===== src/rtl/yuv444_to_422.sv =====
// 4:4:4 to 4:2:2 chroma decimator: pairs pixels and averages their chroma.
// Emits Cb then Cr words through a first-word-fall-through output FIFO.
module yuv444_to_422 #(
  parameter int DATA_W     = 10,
  parameter int FIFO_DEPTH = 8
) (
  input  logic                          Clock,
  input  logic                          Reset,
  input  logic [DATA_W-1:0]             Y_in,
  input  logic [DATA_W-1:0]             Cb_in,
  input  logic [DATA_W-1:0]             Cr_in,
  input  logic                          data_valid_in,
  input  logic                          line_start,
  output logic [2*DATA_W-1:0]           out_data,
  output logic                          out_is_cr,
  output logic                          out_valid,
  input  logic                          out_ready,
  output logic [$clog2(FIFO_DEPTH):0]   fifo_level,
  output logic                          overflow
);

  localparam int AW = $clog2(FIFO_DEPTH);
  localparam int LW = AW + 1;
  localparam int WW = 2*DATA_W + 1;

  typedef enum logic {
    EVEN = 1'b0,
    ODD  = 1'b1
  } phase_e;

  phase_e phase;
  phase_e phase_nxt;
  logic   capture;
  logic   pair;

  always_ff @(posedge Clock or negedge Reset) begin
    if (!Reset) begin
      phase <= EVEN;
    end else begin
      phase <= phase_nxt;
    end
  end

  always_comb begin
    phase_nxt = phase;
    if (data_valid_in) begin
      unique case (1'b1)
        (line_start || phase == EVEN): phase_nxt = ODD;
        default:                       phase_nxt = EVEN;
      endcase
    end
  end

  always_comb begin
    capture = 1'b0;
    pair    = 1'b0;
    if (data_valid_in) begin
      unique case (1'b1)
        (line_start || phase == EVEN): capture = 1'b1;
        default:                       pair    = 1'b1;
      endcase
    end
  end

  logic [DATA_W-1:0] y0;
  logic [DATA_W-1:0] cb0;
  logic [DATA_W-1:0] cr0;

  always_ff @(posedge Clock or negedge Reset) begin
    if (!Reset) begin
      y0  <= '0;
      cb0 <= '0;
      cr0 <= '0;
    end else if (capture) begin
      y0  <= Y_in;
      cb0 <= Cb_in;
      cr0 <= Cr_in;
    end
  end

  // One extra bit holds the rounded sum of two full-scale samples.
  logic [DATA_W:0]   cb_sum;
  logic [DATA_W:0]   cr_sum;
  logic [DATA_W-1:0] cb_avg;
  logic [DATA_W-1:0] cr_avg;

  assign cb_sum = {1'b0, cb0} + {1'b0, Cb_in} + (DATA_W+1)'(1);
  assign cr_sum = {1'b0, cr0} + {1'b0, Cr_in} + (DATA_W+1)'(1);
  assign cb_avg = DATA_W'(cb_sum >> 1);
  assign cr_avg = DATA_W'(cr_sum >> 1);

  logic              pend_valid;
  logic [DATA_W-1:0] pend_y;
  logic [DATA_W-1:0] pend_c;

  always_ff @(posedge Clock or negedge Reset) begin
    if (!Reset) begin
      pend_valid <= 1'b0;
      pend_y     <= '0;
      pend_c     <= '0;
    end else begin
      pend_valid <= pair;
      if (pair) begin
        pend_y <= Y_in;
        pend_c <= cr_avg;
      end
    end
  end

  // A pair never directly follows a pair, so the two sources never collide.
  logic          push;
  logic [WW-1:0] push_word;

  always_comb begin
    push      = 1'b0;
    push_word = '0;
    unique case (1'b1)
      pair: begin
        push      = 1'b1;
        push_word = {1'b0, y0, cb_avg};
      end
      pend_valid: begin
        push      = 1'b1;
        push_word = {1'b1, pend_y, pend_c};
      end
      default: begin
        push      = 1'b0;
        push_word = '0;
      end
    endcase
  end

  logic [WW-1:0] mem [FIFO_DEPTH];
  logic [AW-1:0] wr_ptr;
  logic [AW-1:0] rd_ptr;
  logic          full;
  logic          pop;
  logic          push_ok;
  logic [WW-1:0] head;

  assign full      = (fifo_level == LW'(FIFO_DEPTH));
  assign out_valid = (fifo_level != '0);
  assign pop       = out_valid && out_ready;
  assign push_ok   = push && (!full || pop);

  always_ff @(posedge Clock) begin
    if (push_ok) begin
      mem[wr_ptr] <= push_word;
    end
  end

  always_ff @(posedge Clock or negedge Reset) begin
    if (!Reset) begin
      wr_ptr     <= '0;
      rd_ptr     <= '0;
      fifo_level <= '0;
      overflow   <= 1'b0;
    end else begin
      if (push_ok) begin
        wr_ptr <= wr_ptr + AW'(1);
      end
      if (pop) begin
        rd_ptr <= rd_ptr + AW'(1);
      end
      case ({push_ok, pop})
        2'b10:   fifo_level <= fifo_level + LW'(1);
        2'b01:   fifo_level <= fifo_level - LW'(1);
        default: fifo_level <= fifo_level;
      endcase
      if (push && full && !pop) begin
        overflow <= 1'b1;
      end
    end
  end

  assign head      = out_valid ? mem[rd_ptr] : '0;
  assign out_is_cr = head[WW-1];
  assign out_data  = head[WW-2:0];

endmodule


===== config.mk =====
export PLATFORM = sky130hd
export DESIGN_NAME = yuv444_to_422
export DESIGN_NICKNAME = d
export VERILOG_FILES = /design/src/rtl/yuv444_to_422.sv
export SDC_FILE = /design/constraint.sdc
export NUM_CORES = 1
export LEC_CHECK = 0
export BUFFER_PORTS_ARGS = -buffer_cell sky130_fd_sc_hd__buf_2
export CAP_MARGIN = 10
export CORE_ASPECT_RATIO = 0.7
export CORE_MARGIN = 2
export CORE_UTILIZATION = 25
export CTS_CLUSTER_SIZE = 30
export DETAILED_ROUTE_END_ITERATION = 7
export SLEW_MARGIN = 10
export SYNTH_ARGS = -nofsm -noshare
export SYNTH_HDL_FRONTEND = slang
export SYNTH_SLANG_ARGS = --single-unit

===== constraint.sdc =====
create_clock -name Clock -period 4.3 [get_ports Clock]
set_clock_uncertainty 0.2 [all_clocks]
set_input_delay 0.215 -clock Clock [delete_from_list [all_inputs] [get_ports Clock]]
set_output_delay 0.215 -clock Clock [all_outputs]
set_load 0.05 [all_outputs]

==> impl_metrics.tcl <==
set metrics [dict create \
    die_h_um 170 \
    gp_congestion 0.741 \
    power_density_nw_per_um2 662 \
    port_buffers 61 \
    cts_tree "done" \
    diodes 0 \
    die_w_um 241 \
    synth-edff-count 168 \
    hold_viol 0 \
    run_status "completed" \
    worstSetupPathType "flop to primary output" \
    power_leakage_nw 4.49 \
    grt_pass1_wl_um 33700 \
    cts-hold-fix-buffers 33 \
    max_cap_viol_count 0 \
    drt_pass1_iterations 4 \
    final_common_cell "edfxtp_1" \
    arrival_ns 2.66 \
    crit_fanout 33 \
    antenna_found_initial 0 \
    cts-buffers-inserted 25 \
    rows 60 \
    ys_warn_count 0 \
    path_clk_slew_ns 0.06 \
    end_kind "primary output" \
    clock_tree.buffer_depth 3 \
    grt_pass1_vias 5539 \
    synth.distinct_cells 43 \
    critPathLaunchType "flop" \
    syn_avg_cell_area_um2 16.2 \
    cts_post_setup_buffers_inserted 0 \
    ant_nets 0 \
    cts.sinks 231 \
    grt_max_degree 43 \
    total_power_w 0.00797 \
    wl_per_cell_um 17.1 \
    dp_hpwl_um 13700 \
    min_period_ns 3.07 \
    insertion_delay_ns 0.53 \
    globalRouteTotalUtil_pct 10.7 \
    fin_nets 776 \
    ios 62 \
    relSlewSlack_pct 28.9 \
    yosys_register_bits 231 \
    async_reset_ff_share_pct 27.3 \
    synthesis.instances 607 \
    yosysTopAreaCellShare_pct 51.3 \
    fin_crit_sh_pct 71.5 \
    coreArea_um2 38600 \
    tightest_slew_ns 1.05 \
    setup_viol 0 \
    routed_wl_um 21600 \
    synthesis.nets 667 \
    start_util_pct 25.5 \
    yosys.area.top_type "edfxtp_1" \
    netlist_top_cells_area "edfxtp_1, dfrtp_1, mux4_2" \
    fmax_mhz 325 \
    cts_resized 0 \
    area_delta_synth_final_pct 22.4 \
    final_cell_mix "edfxtp_1, nand2_1, dfrtp_1, buf_2, mux4_2" \
    cts-root-buf "clkbuf_16" \
    layout-drive-gt1-share_pct 28.7 \
    vias 5411 \
    peakVddDrop_uv 389 \
    avgViaCountPerCell 4.29 \
    tns_ns 0 \
    rsz0062_at_grt "false" \
    drc 0 \
    drt_iter0_drc 240 \
    synthesis.area_um2 9830 \
    htreeDepth 1 \
    grt.overflow.total 0 \
    hold_class "input port to async pin" \
    cp.required_ns 3.88 \
    ys_seq_area_share_pct 67.3 \
    drv_slew 0 \
    dieArea_um2 41000 \
    synth-main-ff-cell "edfxtp_1" \
]
==> state kept, by name, indices dropped and copies added (netlist names), 3 cells and up <==
signal      cells
pend_y         10
fifo_level      4
wr_ptr          3
y0             10
pend_c         10
mem           168
cr0            10
rd_ptr          3
cb0            10
==> final cells by class <==
class / count / area [um^2]
Sequential cell: 231 / 6620
Tap cell: 527 / 659
Fill cell: 3880 / 26600
Inverter: 10 / 37.5
Timing Repair Buffer: 110 / 768
Clock buffer: 28 / 637
Multi-Input combinational cell: 338 / 3110
Clock inverter: 18 / 203
==> through the flow <==
| step | worst slack [ns] | hold WS [ns] | cell area, um^2 | util (%) | cells |
|---|---|---|---|---|---|
| 6_report | 1.23 | 0.0696 | 12000 | 31.2 | 1262 |
| 5_1_grt | 1.03 | 0.129 | 12000 | 31.2 | 1262 |
| 4_1_cts | 1.13 | 0.0701 | 12000 | 31.2 | 1262 |
| 3_5_place_dp | 1.34 | 0.109 | 10900 | 28.2 | 1183 |
| 3_3_place_gp | 1.44 | 0.0999 | 10900 | 28.2 | 1183 |
| 2_1_floorplan | 0.599 | -0.281 | 9830 | - | 607 |
==> path summary, 6_finish.rpt <==
path	start	endpoint	slack, ns	depth (start not counted)
min in group Clock	line_start	pend_y[9]	0.18	5
min	Reset	fifo_level[3]	0.07	2
max in group asynchronous	Reset	cb0[0]	2.87	3
max reg2reg	cb0[0]	mem[0][7]	1.29	7
max	rd_ptr[0]	out_data[8]	1.23	5
min reg2reg	pend_y[2]	pend_y[2]	0.28	2
==> power breakdown <==
| part | switching [W] | internal (W) | total (W) |
|---|---|---|---|
| logic | 0.00179 | 0.000995 | 0.00278 |
| registers | 0.000250 | 0.00276 | 0.00301 |
| clock network | 0.000907 | 0.00127 | 0.00218 |
| total | 0.00295 | 0.00503 | 0.00797 |
==> synth_stat cells, types with 4 or more instances <==
master    count
xor2_1       11
o21ai_0      20
nor2_1       36
a21o_1        5
a22o_1       11
a21oi_1      16
mux2i_1      24
dfrtp_1      63
buf_2         4
inv_1         9
mux2_2       31
nor3_1        6
ha_1         22
edfxtp_1    168
nand2_1      62
clkbuf_1     19
mux4_2       42
buf_1         5
o211ai_1      5
xnor2_1      10
==> worst max-delay path: stages (launching register included) <==
cell and delay [ns]:
dfrtp_2 0.63, buf_12 0.33, mux4_2 0.54, mux2i_1 0.28, nor2_1 0.09, buf_2 0.23
==> logic make-up after synthesis <==
| logic type | Yosys count | synth area share [%] |
|---|---|---|
| buffers and inverters | 38 | 1.50 |
| flip-flops | 231 | 67.3 |
| AO/OA/AOI/OAI | 70 | 4.70 |
| multiplexers | 98 | 15.8 |
| XOR/XNOR | 21 | 1.87 |
| adder cells (fa/ha/maj) | 25 | 3.41 |
| AND/OR/NAND/NOR | 124 | 5.42 |
==> routing by layer <==
metal,vias to the layer above,routed length [um],track usage (%)
met5,-,0,0
met4,0,323,1.69
met3,23,1140,1.88
met2,114,9130,15.6
met1,2728,11000,16.6
li1,2546,-,-
Note: power is estimated with default switching activity, not from simulation.
